$ cat src/rtl/bcd_code_converter_seq.sv
// Sequential BCD code converter: latches a packed BCD word and emits one converted
// digit per clock (LSD first) in 8421, excess-3, 2421 or Gray, flagging digits > 9.
module bcd_code_converter_seq #(
    parameter int DIGITS = 4
) (
    input  logic                  clk,
    input  logic                  rst,
    input  logic                  start,
    input  logic [1:0]            mode,
    input  logic [4*DIGITS-1:0]   bcd_in,
    output logic                  busy,
    output logic                  done,
    output logic [4*DIGITS-1:0]   code_out,
    output logic [DIGITS-1:0]     err_mask,
    output logic                  err
);
    localparam int W  = 4 * DIGITS;
    localparam int IW = (DIGITS > 1) ? $clog2(DIGITS) : 1;
    localparam logic [IW-1:0] LAST_IDX = IW'(DIGITS - 1);

    typedef enum logic [1:0] {S_IDLE, S_CONV, S_DONE} state_t;

    state_t              state_q, state_d;
    logic [W-1:0]        bcd_q, bcd_d;
    logic [1:0]          mode_q, mode_d;
    logic [IW-1:0]       idx_q, idx_d;
    logic [W-1:0]        code_q, code_d;
    logic [DIGITS-1:0]   mask_q, mask_d;
    logic                err_q, err_d;
    logic                busy_q, busy_d;
    logic                done_q, done_d;

    logic [3:0]          conv_arr [DIGITS];
    logic [DIGITS-1:0]   bad_arr;

    function automatic logic [3:0] conv_digit(input logic [3:0] v, input logic [1:0] m);
        logic [3:0] r;
        r = 4'd0;
        if (v <= 4'd9) begin
            case (m)
                2'b00:   r = v;
                2'b01:   r = v + 4'd3;
                2'b10:   r = (v < 4'd5) ? v : v + 4'd6;
                default: r = v ^ (v >> 1);
            endcase
        end
        return r;
    endfunction

    // Every digit is converted in parallel; the FSM only chooses which one to commit.
    for (genvar gi = 0; gi < DIGITS; gi++) begin : g_digit
        assign conv_arr[gi] = conv_digit(bcd_q[4*gi +: 4], mode_q);
        assign bad_arr[gi]  = (bcd_q[4*gi +: 4] > 4'd9);
    end

    always_comb begin
        state_d = state_q;
        bcd_d   = bcd_q;
        mode_d  = mode_q;
        idx_d   = idx_q;
        code_d  = code_q;
        mask_d  = mask_q;
        busy_d  = busy_q;
        done_d  = 1'b0;
        case (state_q)
            S_IDLE: begin
                if (start) begin
                    bcd_d   = bcd_in;
                    mode_d  = mode;
                    code_d  = '0;
                    mask_d  = '0;
                    idx_d   = '0;
                    busy_d  = 1'b1;
                    state_d = S_CONV;
                end
            end
            S_CONV: begin
                for (int i = 0; i < DIGITS; i++) begin
                    if (idx_q == IW'(i)) begin
                        code_d[4*i +: 4] = conv_arr[i];
                        mask_d[i]        = bad_arr[i];
                    end
                end
                if (idx_q == LAST_IDX) begin
                    idx_d   = '0;
                    busy_d  = 1'b0;
                    done_d  = 1'b1;
                    state_d = S_DONE;
                end else begin
                    idx_d = idx_q + 1'b1;
                end
            end
            S_DONE: begin
                state_d = S_IDLE;
            end
            default: begin
                state_d = S_IDLE;
                busy_d  = 1'b0;
            end
        endcase
        // err tracks the mask it will sit beside after this edge.
        err_d = |mask_d;
    end

    always_ff @(posedge clk or posedge rst) begin
        if (rst) begin
            state_q <= S_IDLE;
            bcd_q   <= '0;
            mode_q  <= 2'b00;
            idx_q   <= '0;
            code_q  <= '0;
            mask_q  <= '0;
            err_q   <= 1'b0;
            busy_q  <= 1'b0;
            done_q  <= 1'b0;
        end else begin
            state_q <= state_d;
            bcd_q   <= bcd_d;
            mode_q  <= mode_d;
            idx_q   <= idx_d;
            code_q  <= code_d;
            mask_q  <= mask_d;
            err_q   <= err_d;
            busy_q  <= busy_d;
            done_q  <= done_d;
        end
    end

    assign busy     = busy_q;
    assign done     = done_q;
    assign code_out = code_q;
    assign err_mask = mask_q;
    assign err      = err_q;

endmodule

$ cat config.mk
export PLATFORM = sky130hd
export DESIGN_NAME = bcd_code_converter_seq
export DESIGN_NICKNAME = d
export VERILOG_FILES = /design/src/rtl/bcd_code_converter_seq.sv
export SDC_FILE = /design/constraint.sdc
export NUM_CORES = 1
export LEC_CHECK = 0
export ABC_AREA = 1
export CAP_MARGIN = 20
export CORE_UTILIZATION = 45
export CTS_CLUSTER_DIAMETER = 150
export CTS_CLUSTER_SIZE = 20
export DETAILED_ROUTE_END_ITERATION = 8
export PLACE_DENSITY = 0.68
export SKIP_LAST_GASP = 1
export SYNTH_ARGS = -nofsm -noshare
export SYNTH_HDL_FRONTEND = slang
export SYNTH_SLANG_ARGS = --single-unit
$ cat constraint.sdc
create_clock -name clk -period 1.48 [get_ports clk]
set_input_delay 0.296 -clock clk [delete_from_list [all_inputs] [get_ports clk]]
set_output_delay 0.296 -clock clk [all_outputs]
set_load 0.02 [all_outputs]
==> Flow_metrics.wiki <==
{| class="wikitable"
! Metric !! Value
|-
| Run status || finished with violations
|-
| Violations in the final reports || DRC
|-
| Synthesized net count || 497
|-
| Congestion Overflow GR || 0
|-
| Number of synthesis warnings || 0
|-
| Tightest Pin Transition || 299.3 ps
|-
| Reg-to-reg endpoint || err
|-
| Hold buffer count at cts || 0
|-
| Maximum clock frequency || 708.7 MHz
|-
| CTS Buf Count || 5
|-
| Commonest cells after routing, fill and taps aside || nand2_1 (166), inv_1 (48), buf_4 (47)
|-
| Max-slew violation count || 0
|-
| Unrepaired setup endpoints after global routing || yes
|-
| Std cell rows || 29
|-
| DR DRC count || 10
|-
| Path length in cells of the critical path || 10
|-
| Cell area after technology mapping || 0.003048 mm²
|-
| Syn avg cell area || 6.927 µm²
|-
| Setup slack, reg-to-reg || 70 ps
|-
| Post-DP HPWL || 5409 µm
|-
| Clock sink count || 45
|-
| Slowest cell on crit path || dfrtp_1
|-
| Worst voltage drop across the vdd grid || 891.6 µV
|-
| R2R depth || 10
|-
| Capturing instance or port of the critical path || err
|-
| Weighted congestion reported at the end of routability-driven placement || 0.8799
|-
| Post-route setup TNS || 0 ps
|-
| Critical path type || reg -> reg
|-
| Pin count of the biggest net entering global routing || 46
|-
| H-tree levels || 2
|-
| Finished Layout Cells || 610
|-
| Clock Root Buffer || clkbuf_8
|-
| Share of synthesized area occupied by flip-flops and latches || 36.95%
|-
| Worst setup EP type || register
|-
| Die Y-Extent || 84.30 µm
|-
| TritonCTS clock tree || built
|-
| Initial Util || 47.19%
|-
| Number of buffers on the longest clock path || 2
|-
| Data arrival time of the critical path || 1610 ps
|-
| Total design power || 8.700 mW
|-
| Combined buffer and inverter count along the critical path || 4
|-
| Unique cell type count in the Yosys netlist || 16
|-
| Area growth from synthesis to layout || 31.77%
|-
| Per-cell via count in the routed design || 4.813
|-
| Io pins || 44
|-
| DR WL/cell || 11.69 µm
|-
| Worst-path clk slew || 90 ps
|-
| Die ar. || 0.007106 mm²
|-
| Crit. Startpoint || idx_q[1]
|-
| Detailed router's first-iteration violation count || 149
|-
| Worst-case headroom to the max-slew limit || 79.97%
|-
| Register bit total from synthesis || 45
|-
| Core footprint || 0.006459 mm²
|-
| Static Leak || 2.305 nW
|-
| Startpoint Class || register
|-
| Aggregate global-route resource usage || 21.99%
|-
| Cell family contributing the most delay on the critical path || simple AND/OR/NAND/NOR gates
|-
| Dpl cells || 597
|-
| Period minus WS final || 1411 ps
|-
| Routed wire length || 7131 µm
|-
| Cell breakdown of the critical path || inv_1 > buf_4 > ha_1 > inv_1 > nor2_1 > nand2_2 > nand2_1 > nand2_1 > inv_1 > nand2_1
|-
| Required time of the worst setup path || 1680 ps
|-
| Ant diodes || 0
|-
| Iteration count of the initial detailed-routing pass || 6
|-
| Power density over the cells || 2166 mW/mm²
|-
| Final ANT Viol Nets || 0
|-
| Period utilisation layout || 95.34%
|-
| Most common cell after layout, fill and taps aside || nand2_1
|-
| Post-route clock skew || 6.674 ps
|-
| Number of cells produced by synthesis || 440
|-
| Via count of the first global-routing pass || 2783
|-
| Max FO, Critical Path || 5
|-
| Count of final setup violators || 0
|-
| Post-place instance area || 0.003875 mm²
|-
| Hold WC Path Type || in -> async
|-
| Max-cap violations || 0
|-
| Initial antenna violation count || 0
|-
| Count of port buffers added during placement || 43
|-
| Highest cell delay on the worst timing path || 410 ps
|-
| Overall via count from detail_route || 2936
|-
| Launching point of the worst reg2reg path || idx_q[1]
|-
| Number of hold violations in the final report || 0
|-
| Final Net Count || 589
|-
| First-pass GRT wire length || 12590 µm
|-
| Insertion delay to the later sink of the worst-skew pair || 300 ps
|-
| Design area || 0.004016 mm²
|-
| Proportion of layout cells with a drive suffix above 1 || 14.26%
|-
| Width of the die || 84.30 µm
|}
registers in the layout, summed over array words and instances (netlist names):
name,flops
state_q,2
done,1
err_mask,4
err,1
mode_q,2
code_out,16
busy,1
idx_q,2
bcd_q,16
worst min-delay path by stage:
stage                   start     endpoint  slack (ps)  cells after the start
floorplan           bcd_in[0]     bcd_q[0]         420                      2
global placement         busy         busy         460                      2
detailed placement       busy         busy         460                      2
CTS                       rst  code_out[2]         340                      3
global route              rst  code_out[2]         390                      3
finish                    rst  code_out[2]         330                      3
logic make-up (layout without fill, tap and decap cells):
logic type      Yosys count  count (layout)  synth area share [%]
fa+ha+maj                36              36                 14.78
compound gates           42              42                 6.979
simple gates            248             248                 32.39
flops                    45              45                 36.95
buf+inv                  69             162                 8.908
synth_stat cells:
library cell	number	area, µm²
buf_2	4	20.02
clkbuf_1	1	3.750
nand2_2	2	12.51
clkinv_1	4	15.01
nor2_2	1	6.260
o21ai_0	37	185.2
nand2_1	170	638.1
dfrtp_1	45	1126
buf_6	1	11.26
nand3_1	39	195.2
ha_1	36	450.4
o211ai_1	1	7.510
nor2_1	36	135.1
inv_2	3	11.26
inv_1	56	210.2
a21oi_1	4	20.02
worst min-delay path, cell delays in order:
cell and delay (ps):
clkdlybuf4s50_1 410, inv_2 70, buf_12 240
where the power goes:
group | internal (mW) | switching [mW] | leakage [nW]
clock network | 0.551 | 0.434 | 0.0585
logic | 2.31 | 3.27 | 1.68
registers | 1.74 | 0.392 | 0.571
total | 4.60 | 4.10 | 2.31
metal layers:
metal | track usage, % | routed length (µm) | share of wire (%) | vias up
met5 | 0 | 0 | 0 | -
met4 | 6.270 | 136 | 1.9 | 0
met3 | 3.147 | 247 | 3.5 | 13
met2 | 37.11 | 3283 | 46 | 62
met1 | 29.50 | 3465 | 49 | 1311
li1 | - | - | - | 1550
metrics by stage:
stage / hold WS [ps] / util (%) / worst slack [ps]
after CTS: 343.6 / 61.43 / 16.49
after detailed placement: 457.1 / 60.00 / -40.34
after floorplan: 417.0 / - / 124.6
after global placement: 457.4 / 60.00 / -21.11
after global routing: 385.9 / 62.19 / -53.67
final: 330.4 / 62.19 / 68.93
area by class of cell:
cell class	instances	area [µm²]
clock buffers	7	86.33
well taps	77	96.34
clock inverters	1	30.03
flip-flops and latches	45	1127
fillers	611	2442
inverters	63	236.5
repair buffers	91	774.5
multi-input cells	326	1665
what timing repair did:
| item | in CTS | in global routing |
|---|---|---|
| setup endpoints to repair | 25 | 20 |
| gates resized for setup | 25 | 12 |
| setup buffers | 0 | 5 |
| pin swaps | 0 | 0 |
(Power assumes the default switching activity.)
